<file path="src/rtl/keypad_scanner.sv">
// keypad_scanner: drives one active-low column at a time on a 4x4 keypad,
// samples the synchronized rows and publishes a debounced key with press/release pulses.
module keypad_scanner #(
  parameter int SCAN_TICKS      = 100000,
  parameter int DEBOUNCE_FRAMES = 4
) (
  input  logic       CLK,
  input  logic       RST,
  input  logic [3:0] rows,
  output logic [3:0] cols,
  output logic [3:0] key_code,
  output logic       key_valid,
  output logic       key_press,
  output logic       key_release,
  output logic       multi_key
);

  localparam int                TICK_W     = $clog2(SCAN_TICKS);
  localparam logic [TICK_W-1:0] TICK_LAST  = TICK_W'(SCAN_TICKS - 1);
  localparam logic [3:0]        STABLE_MAX = 4'(DEBOUNCE_FRAMES);

  // The candidate kinds reuse the committed-state encoding: IDLE doubles as NONE.
  typedef enum logic [1:0] {S_IDLE = 2'd0, S_HELD = 2'd1, S_MULTI = 2'd2} state_e;

  function automatic logic [4:0] count_ones(input logic [15:0] v);
    logic [4:0] n;
    n = 5'd0;
    for (int i = 0; i < 16; i++) n = n + {4'd0, v[i]};
    return n;
  endfunction

  function automatic logic [3:0] lowest_set(input logic [15:0] v);
    logic [3:0] idx;
    idx = 4'd0;
    for (int i = 15; i >= 0; i--) begin
      if (v[i]) idx = 4'(i);
      else      idx = idx;
    end
    return idx;
  endfunction

  logic [3:0]        rows_meta_q, rows_meta_d, rows_sync_q, rows_sync_d;
  logic [TICK_W-1:0] tick_q, tick_d;
  logic [1:0]        col_idx_q, col_idx_d;
  logic [3:0]        cols_q, cols_d;
  logic [15:0]       frame_q, frame_d;
  logic [3:0]        stable_q, stable_d;
  state_e            prev_kind_q, prev_kind_d, state_q, state_d;
  logic [3:0]        prev_code_q, prev_code_d, key_code_q, key_code_d;
  logic              key_valid_q, key_valid_d, multi_key_q, multi_key_d;
  logic              key_press_q, key_press_d, key_release_q, key_release_d;

  logic              sample_now, frame_end, cand_match, cand_new;
  logic [4:0]        cand_ones;
  logic [3:0]        cand_code;
  state_e            cand_kind;

  // Scan timing, frame capture, debounce and commit decision.
  always_comb begin
    rows_meta_d   = rows;
    rows_sync_d   = rows_meta_q;
    tick_d        = tick_q;
    col_idx_d     = col_idx_q;
    frame_d       = frame_q;
    stable_d      = stable_q;
    prev_kind_d   = prev_kind_q;
    prev_code_d   = prev_code_q;
    state_d       = state_q;
    key_code_d    = key_code_q;
    key_press_d   = 1'b0;
    key_release_d = 1'b0;
    cand_ones     = 5'd0;
    cand_kind     = S_IDLE;
    cand_code     = 4'd0;
    cand_match    = 1'b0;
    cand_new      = 1'b0;
    sample_now    = (tick_q == TICK_LAST);
    frame_end     = sample_now && (col_idx_q == 2'd3);

    if (sample_now) begin
      tick_d    = {TICK_W{1'b0}};
      col_idx_d = col_idx_q + 2'd1;
      for (int r = 0; r < 4; r++) frame_d[{r[1:0], col_idx_q}] = ~rows_sync_q[r[1:0]];
    end else begin
      tick_d = tick_q + TICK_W'(1);
    end

    if (frame_end) begin
      cand_ones = count_ones(frame_d);
      cand_code = lowest_set(frame_d);
      if (cand_ones == 5'd0)      cand_kind = S_IDLE;
      else if (cand_ones == 5'd1) cand_kind = S_HELD;
      else                        cand_kind = S_MULTI;

      cand_match = (cand_kind == prev_kind_q) &&
                   ((cand_kind != S_HELD) || (cand_code == prev_code_q));
      if (cand_match) stable_d = (stable_q == STABLE_MAX) ? STABLE_MAX : stable_q + 4'd1;
      else            stable_d = 4'd1;
      prev_kind_d = cand_kind;
      prev_code_d = cand_code;

      // key_code_q is the committed code whenever the state is HELD.
      cand_new = (cand_kind != state_q) ||
                 ((cand_kind == S_HELD) && (cand_code != key_code_q));
      if ((stable_d == STABLE_MAX) && cand_new) begin
        state_d       = cand_kind;
        key_press_d   = (cand_kind == S_HELD);
        key_release_d = (state_q == S_HELD);
        if (cand_kind == S_HELD) key_code_d = cand_code;
        else                     key_code_d = key_code_q;
      end else begin
        state_d = state_q;
      end
    end else begin
      stable_d = stable_q;
    end

    cols_d      = ~(4'b0001 << col_idx_d);
    key_valid_d = (state_d == S_HELD);
    multi_key_d = (state_d == S_MULTI);
  end

  // State register with synchronous reset.
  always_ff @(posedge CLK) begin
    if (RST) begin
      rows_meta_q   <= 4'hF;
      rows_sync_q   <= 4'hF;
      tick_q        <= {TICK_W{1'b0}};
      col_idx_q     <= 2'd0;
      cols_q        <= 4'b1110;
      frame_q       <= 16'd0;
      stable_q      <= 4'd0;
      prev_kind_q   <= S_IDLE;
      prev_code_q   <= 4'd0;
      state_q       <= S_IDLE;
      key_code_q    <= 4'd0;
      key_valid_q   <= 1'b0;
      multi_key_q   <= 1'b0;
      key_press_q   <= 1'b0;
      key_release_q <= 1'b0;
    end else begin
      rows_meta_q   <= rows_meta_d;
      rows_sync_q   <= rows_sync_d;
      tick_q        <= tick_d;
      col_idx_q     <= col_idx_d;
      cols_q        <= cols_d;
      frame_q       <= frame_d;
      stable_q      <= stable_d;
      prev_kind_q   <= prev_kind_d;
      prev_code_q   <= prev_code_d;
      state_q       <= state_d;
      key_code_q    <= key_code_d;
      key_valid_q   <= key_valid_d;
      multi_key_q   <= multi_key_d;
      key_press_q   <= key_press_d;
      key_release_q <= key_release_d;
    end
  end

  assign cols        = cols_q;
  assign key_code    = key_code_q;
  assign key_valid   = key_valid_q;
  assign multi_key   = multi_key_q;
  assign key_press   = key_press_q;
  assign key_release = key_release_q;

endmodule

</file>
<file path="config.mk">
export PLATFORM = sky130hd
export DESIGN_NAME = keypad_scanner
export DESIGN_NICKNAME = d
export VERILOG_FILES = /design/src/rtl/keypad_scanner.sv
export SDC_FILE = /design/constraint.sdc
export NUM_CORES = 1
export LEC_CHECK = 0
export CELL_PAD_IN_SITES_DETAIL_PLACEMENT = 1
export CELL_PAD_IN_SITES_GLOBAL_PLACEMENT = 1
export CORE_UTILIZATION = 30
export DETAILED_ROUTE_END_ITERATION = 12
export PLACE_DENSITY_LB_ADDON = 0.1
export SLEW_MARGIN = 20
export SYNTH_ARGS = -nofsm -noshare
export SYNTH_HDL_FRONTEND = slang
export SYNTH_SLANG_ARGS = --single-unit
</file>
<file path="constraint.sdc">
create_clock -name CLK -period 8.6 [get_ports CLK]
set_clock_uncertainty 0.2 [all_clocks]
set_input_delay 1.29 -clock CLK [delete_from_list [all_inputs] [get_ports CLK]]
set_output_delay 1.29 -clock CLK [all_outputs]
set_load 0.03 [all_outputs]
</file>
---- After elaboration in Yosys (flattened, before gate mapping) ----
Index checks and enable logic that the tools add are counted.
Widths: inputs -> output; s select.
cells by class
  add/sub/neg operators ................... 18
  multiply operators ...................... 0
  div/mod/pow operators ................... 0
  magnitude comparators ................... 8
  equal/unequal tests ..................... 14
  shift-type cells ........................ 1
  mux-type cells .......................... 39
  bitwise gates (word level) .............. 7
  reduce and logical (&&, ||, !) cells .... 14
operators with widths
  operator               number
  $mux 4                 20
  $bwmux 16              4
  $add 5x1->5            11
  $add 17x1->17 const B  1
  $eq 17x17->1 const B   1
  $mux 16                1
  $mux 2                 6
  $lt 4x5->1 const B     2
  $demux 1 s2            4
  $eq 4x3->1 const B     2
  $ge 4x1->1 const B     2
  $logic_and 1x1->1      8
  $eq 2x1->1 const B     3
  $not 1->1              6
  $add 4x1->5            1
  $eq 5x1->1 const B     1
  $logic_not 5->1        1
  $lt 2x5->1 const B     1
  $lt 3x5->1 const B     1
  $add 3x1->4            1
  $add 4x1->4 const B    1
  $eq 2x2->1 const B     2
  $eq 4x4->1             1
  $mux 1                 4
  other kinds (15)       16
word-level totals
  register bits after elaboration ......... 67
  latch bits .............................. 0
  RAM bits ................................ 0
  bits in read-only memories .............. 0
  bits of input ports ..................... 6
  output and inout port bits .............. 12
  word-level logic and storage cells ...... 116
  memories ................................ 0

---- Longest topological paths before layout ----
  word-level depth ........................ 38
  mapped depth ............................ 27

---- Least setup slack after synthesis ----
No wires, ideal clock.
  path type ............................... register to register
  start point ............................. register tick_q[12]
  end point ............................... register key_code_q[2], in the netlist key_code[2]
  setup time .............................. 132 ps
  arrival time ............................ 6328 ps
  required time ........................... 8268 ps
  slack ................................... 1939 ps
  stages on the path, launching flop included .. 22
  path buffers ............................ 2
  period minus slack after synthesis ...... 6661 ps
  cell sequence ........................... dfxtp_1 or4b_4 or4_1 buf_6 buf_6 o21ai_0 o21ai_0 inv_1 fa_1 fa_1 fa_1 inv_1 fa_1 ha_1 fa_1 or3_1 nor3_1 a31o_2 nand3_1 a2111o_1 o21ai_0 a21oi_1
between the ends
  longest elaborated chain between the ends .. 29
  elaborated cells on any way between the ends .. 55
  classes of those cells .................. 15 x add/sub; 9 x eq/ne; 23 x mux; 8 x reduce/logical
RTL lines
  what                        RTL line  source
  start, declared             43        logic [TICK_W-1:0] tick_q, tick_d;
  start signal, assigned      128       tick_q <= {TICK_W{1'b0}};
  start signal, assigned      144       tick_q <= tick_d;
  $eq 17x17->1 *              77        sample_now = (tick_q == TICK_LAST);
  $mux 16                     80        if (sample_now) begin
  $add 1x1->2                 28        for (int i = 0; i < 16; i++) n = n + {4'd0, v[i]};
  $add 2x1->3                 28
  $add 3x1->4                 28
  $add 4x1->5                 28
  $add 5x1->5 (11 in series)  28
  $eq 5x1->1                  92        else if (cand_ones == 5'd1) cand_kind = S_HELD;
  [... 3 more ...]            --
  $ne 2x1->1                  96        ((cand_kind != S_HELD) || (cand_code == prev_code_q));
  $logic_or 1x1->1            96
  $logic_and 1x1->1           95        cand_match = (cand_kind == prev_kind_q) &&
  $mux 4                      97        if (cand_match) stable_d = (stable_q == STABLE_MAX) ? STABLE_MAX : stable_q + 4'd1;
  $mux 4                      88        if (frame_end) begin
  $eq 4x3->1                  105       if ((stable_d == STABLE_MAX) && cand_new) begin
  $logic_and 1x1->1           105
  $reduce_and 3->1 (no line)  --
  end signal, assigned        152       key_code_q <= key_code_d;
  end, declared               49        logic [3:0] prev_code_q, prev_code_d, key_code_q, key_code_d;
Mark *: on every way between the ends. The rest lies on a longest branch, timed or not. The select of a mux whose other input is x is not followed.
A chain may end at the register's enable or synchronous reset.

---- Worst setup path in the final report ----
  start point ............................. register tick_q[12]
  end point ............................... register key_code_q[1], in the netlist key_code[1]
The elaborated chain is that of the path after synthesis.

==> impl_metrics.json <==
{
  "cp_common_cell": "fa_1",
  "synth_edf_count": 0,
  "root_buffer": "clkbuf_16",
  "gp_congestion": 0.850,
  "cts.reportedPaths.clkPinSlew_ns": 0.05,
  "busiest_layer": "met2",
  "nFillCells": 1596,
  "hold_buffers": 0,
  "layout.nets": 546,
  "cts_tree": "yes",
  "dp_hpwl_um": 9090,
  "start_util_pct": 31.1,
  "drtIter0Drc": 212,
  "synth_top_area_share_pct": 32.4,
  "period_needed_ns": 7.12,
  "synth_commonest_cells": "dfxtp_1 (67), nor2_1 (57), nand2_1 (43)",
  "outcome": "completed",
  "r2r_slack_ns": 1.48,
  "met1_usage_pct": 24.4,
  "die_w_um": 120,
  "hp-class": "flip-flop to flip-flop",
  "syn_nets": 531,
  "ir_drop_uv": 81.6,
  "crit_buf_inv": 2,
  "crit_slowest_cell": "or4b_4",
  "synth_top_cell_by_area": "dfxtp_1",
  "via_per_inst": 5.31,
  "drc": 0,
  "leakage_uw": 0.00170,
  "ys_ff_latch": 67,
  "period_share_pct": 82.8,
  "timing.fmax_mhz": 140,
  "grtUsageMet3_pct": 2.52,
  "final_max_slew_viol_count": 0,
  "tightest_slew_ns": 0.791,
  "required_ns": 8.66,
  "clkLatencyLatePin_ns": 0.34,
  "yosys-top-cells-area": "dfxtp_1 (32%), nor2_1 (5.2%), a21oi_1 (5.0%)",
  "synthFlopType": "dfxtp_1",
  "io_pins": 18,
  "cp_top_family": "adder cells",
  "p_per_area_nw_per_um2": 139,
  "drtPass1Iterations": 4,
  "num_vias": 3706,
  "rsz0062_at_grt": "false",
  "fin_util_pct": 35.6,
  "grt_use_met2_pct": 28.2,
  "rows": 42,
  "yosysUniqueCellTypes": 73,
  "clockBufferDepth": 2,
  "grt_pass1_vias": 3785,
  "ys_seq_area_share_pct": 32.4,
  "critPathMaxFanout": 6,
  "crit_type": "flip-flop to flip-flop",
  "relSlewSlack_pct": 47.3,
  "diodes": 0,
  "cts_sinks": 67,
  "path_cells": "or4b_4 > nor4_2 > nand2_1 > o21ai_0 > inv_1 > fa_1 > fa_1 > fa_1 > inv_1 > fa_1 > ha_1 > fa_1 > or3_1 > nor2_1 > nand3_1 > a21oi_1 > a31o_2 > nand2_1 > a2111oi_4 > o2111ai_1 > a21oi_1",
  "slowest_delay_ns": 0.59,
  "tns_ns": 0,
  "floorplan.die.height_um": 120,
  "ys_warn_count": 0,
  "synth_area_per_cell_um2": 8.24,
  "antenna_left": 0,
  "endpoint_kind": "flip-flop",
  "syn_inst": 503,
  "start_kind": "flip-flop",
  "dieArea_um2": 14300,
  "wirelength_um": 12000,
  "drive_gt1_share_pct": 11.1,
  "overflow": 0,
  "grt_max_degree": 52,
  "finalHoldViolations": 0,
  "max_cap_violations": 0,
  "h-tree-depth": 3,
  "wl_per_cell_um": 17.3,
  "synth.most_common_cell": "dfxtp_1",
  "port_buffers": 17,
  "post_cts_buffers": 0,
  "antenna_found_initial": 0,
  "postSynth.asyncResetShare_pct": 0,
  "grt.total_usage_pct": 18.2,
  "cts_made_buffers": 9,
  "core_region_area_um2": 13300,
  "critical_path_arrival_ns": 7.19,
  "ctsResizeCount": 0,
  "grt_first_pass_wirelength_um": 19900,
  "syn_area_um2": 4150,
  "area_growth_pct": 14.7,
  "setup_viol": 0
}
## state kept, by name (all words and copies together), names as in the netlist
register,flops
key_code,4
rows_sync_q,4
prev_kind_q,2
prev_code_q,4
key_press,1
tick_q,17
rows_meta_q,4
key_release,1
stable_q,4
key_valid,1
state_q,2
frame_q,16
cols,4
col_idx_q,2
multi_key,1
## final timing paths
path / cells after the start / endpoint / startpoint
worst max register to register: 21 / key_code[1] / tick_q[12]
worst max-delay path: 21 / key_code[1] / tick_q[12]
worst min register to register: 1 / rows_sync_q[3] / rows_meta_q[3]
worst min-delay path: 1 / rows_sync_q[3] / rows_meta_q[3]
## cells in the final DEF (no fill, tap or decap), types with 4 or more instances in the layout
master / Yosys / routed
o2111ai_1: 4 / 4
dfxtp_1: 67 / 67
nand4_1: 7 / 7
clkdlybuf4s50_1: 0 / 16
inv_1: 32 / 32
nor2_1: 57 / 57
o21ai_1: 4 / 4
nand3_1: 13 / 13
a211oi_1: 5 / 5
o21a_1: 10 / 10
or3_1: 13 / 13
nor2b_1: 10 / 10
ha_1: 12 / 12
or2_2: 11 / 11
buf_4: 0 / 6
nor3_1: 12 / 12
o21ai_0: 34 / 34
a21oi_1: 41 / 41
a2111o_1: 4 / 4
fa_1: 10 / 10
xor2_1: 9 / 9
nand2_1: 43 / 43
clkbuf_16: 0 / 9
nor4_1: 8 / 7
## logic make-up after synthesis
logic type / Yosys count / share of synthesized area (%)
AO/OA/AOI/OAI: 141 / 24.0
buffers and inverters: 52 / 5.13
XOR/XNOR: 12 / 2.54
adder cells (fa/ha/maj): 22 / 8.45
AND/OR/NAND/NOR: 207 / 27.1
multiplexers: 2 / 0.483
flip-flops: 67 / 32.4
## area by class of cell
type	count	area, um^2	area share [%]
Tap cell	176	220	4.63
Clock buffer	12	246	5.18
Inverter	33	124	2.61
Timing Repair Buffer	23	210	4.42
Clock inverter	3	15.0	0.316
Sequential cell	67	1340	28.2
Multi-Input combinational cell	384	2600	54.6
## metal layers
| metal | up-vias | routed length [um] |
|---|---|---|
| met3 | 18 | 329 |
| met1 | 1809 | 6050 |
| met2 | 52 | 5400 |
| met5 | - | 0 |
| li1 | 1827 | - |
| met4 | 0 | 274 |
## per-stage QoR
step / setup WS, ns / hold slack [ns] / instances / cell area (um^2) / power (uW)
detailed placement: 1.50 / 0.197 / 683 / 4490 / 336
global route: 0.957 / 0.230 / 698 / 4750 / 685
global placement: 1.63 / 0.195 / 683 / 4490 / 335
finish: 1.48 / 0.208 / 698 / 4750 / 661
floorplan: 1.94 / 0.189 / 503 / 4150 / 330
CTS: 1.46 / 0.210 / 698 / 4750 / 673
## worst register-to-register path, cell delays in order, from the launching register on
cell	delay [ns]
dfxtp_1	0.34
or4b_4	0.59
nor4_2	0.37
nand2_1	0.26
o21ai_0	0.40
inv_1	0.15
fa_1	0.59
fa_1	0.44
fa_1	0.52
inv_1	0.05
fa_1	0.44
ha_1	0.22
fa_1	0.42
or3_1	0.36
nor2_1	0.28
nand3_1	0.12
a21oi_1	0.30
a31o_2	0.20
nand2_1	0.09
a2111oi_4	0.37
o2111ai_1	0.18
a21oi_1	0.16
## report_power, final
part           leakage (uW)  internal [uW]  switching, uW
clock network      0.000132            200            133
logic               0.00102           4.86           7.13
registers          0.000542            314           3.20
total               0.00170            518            143
No activity file was read; power rests on OpenSTA's default activity.
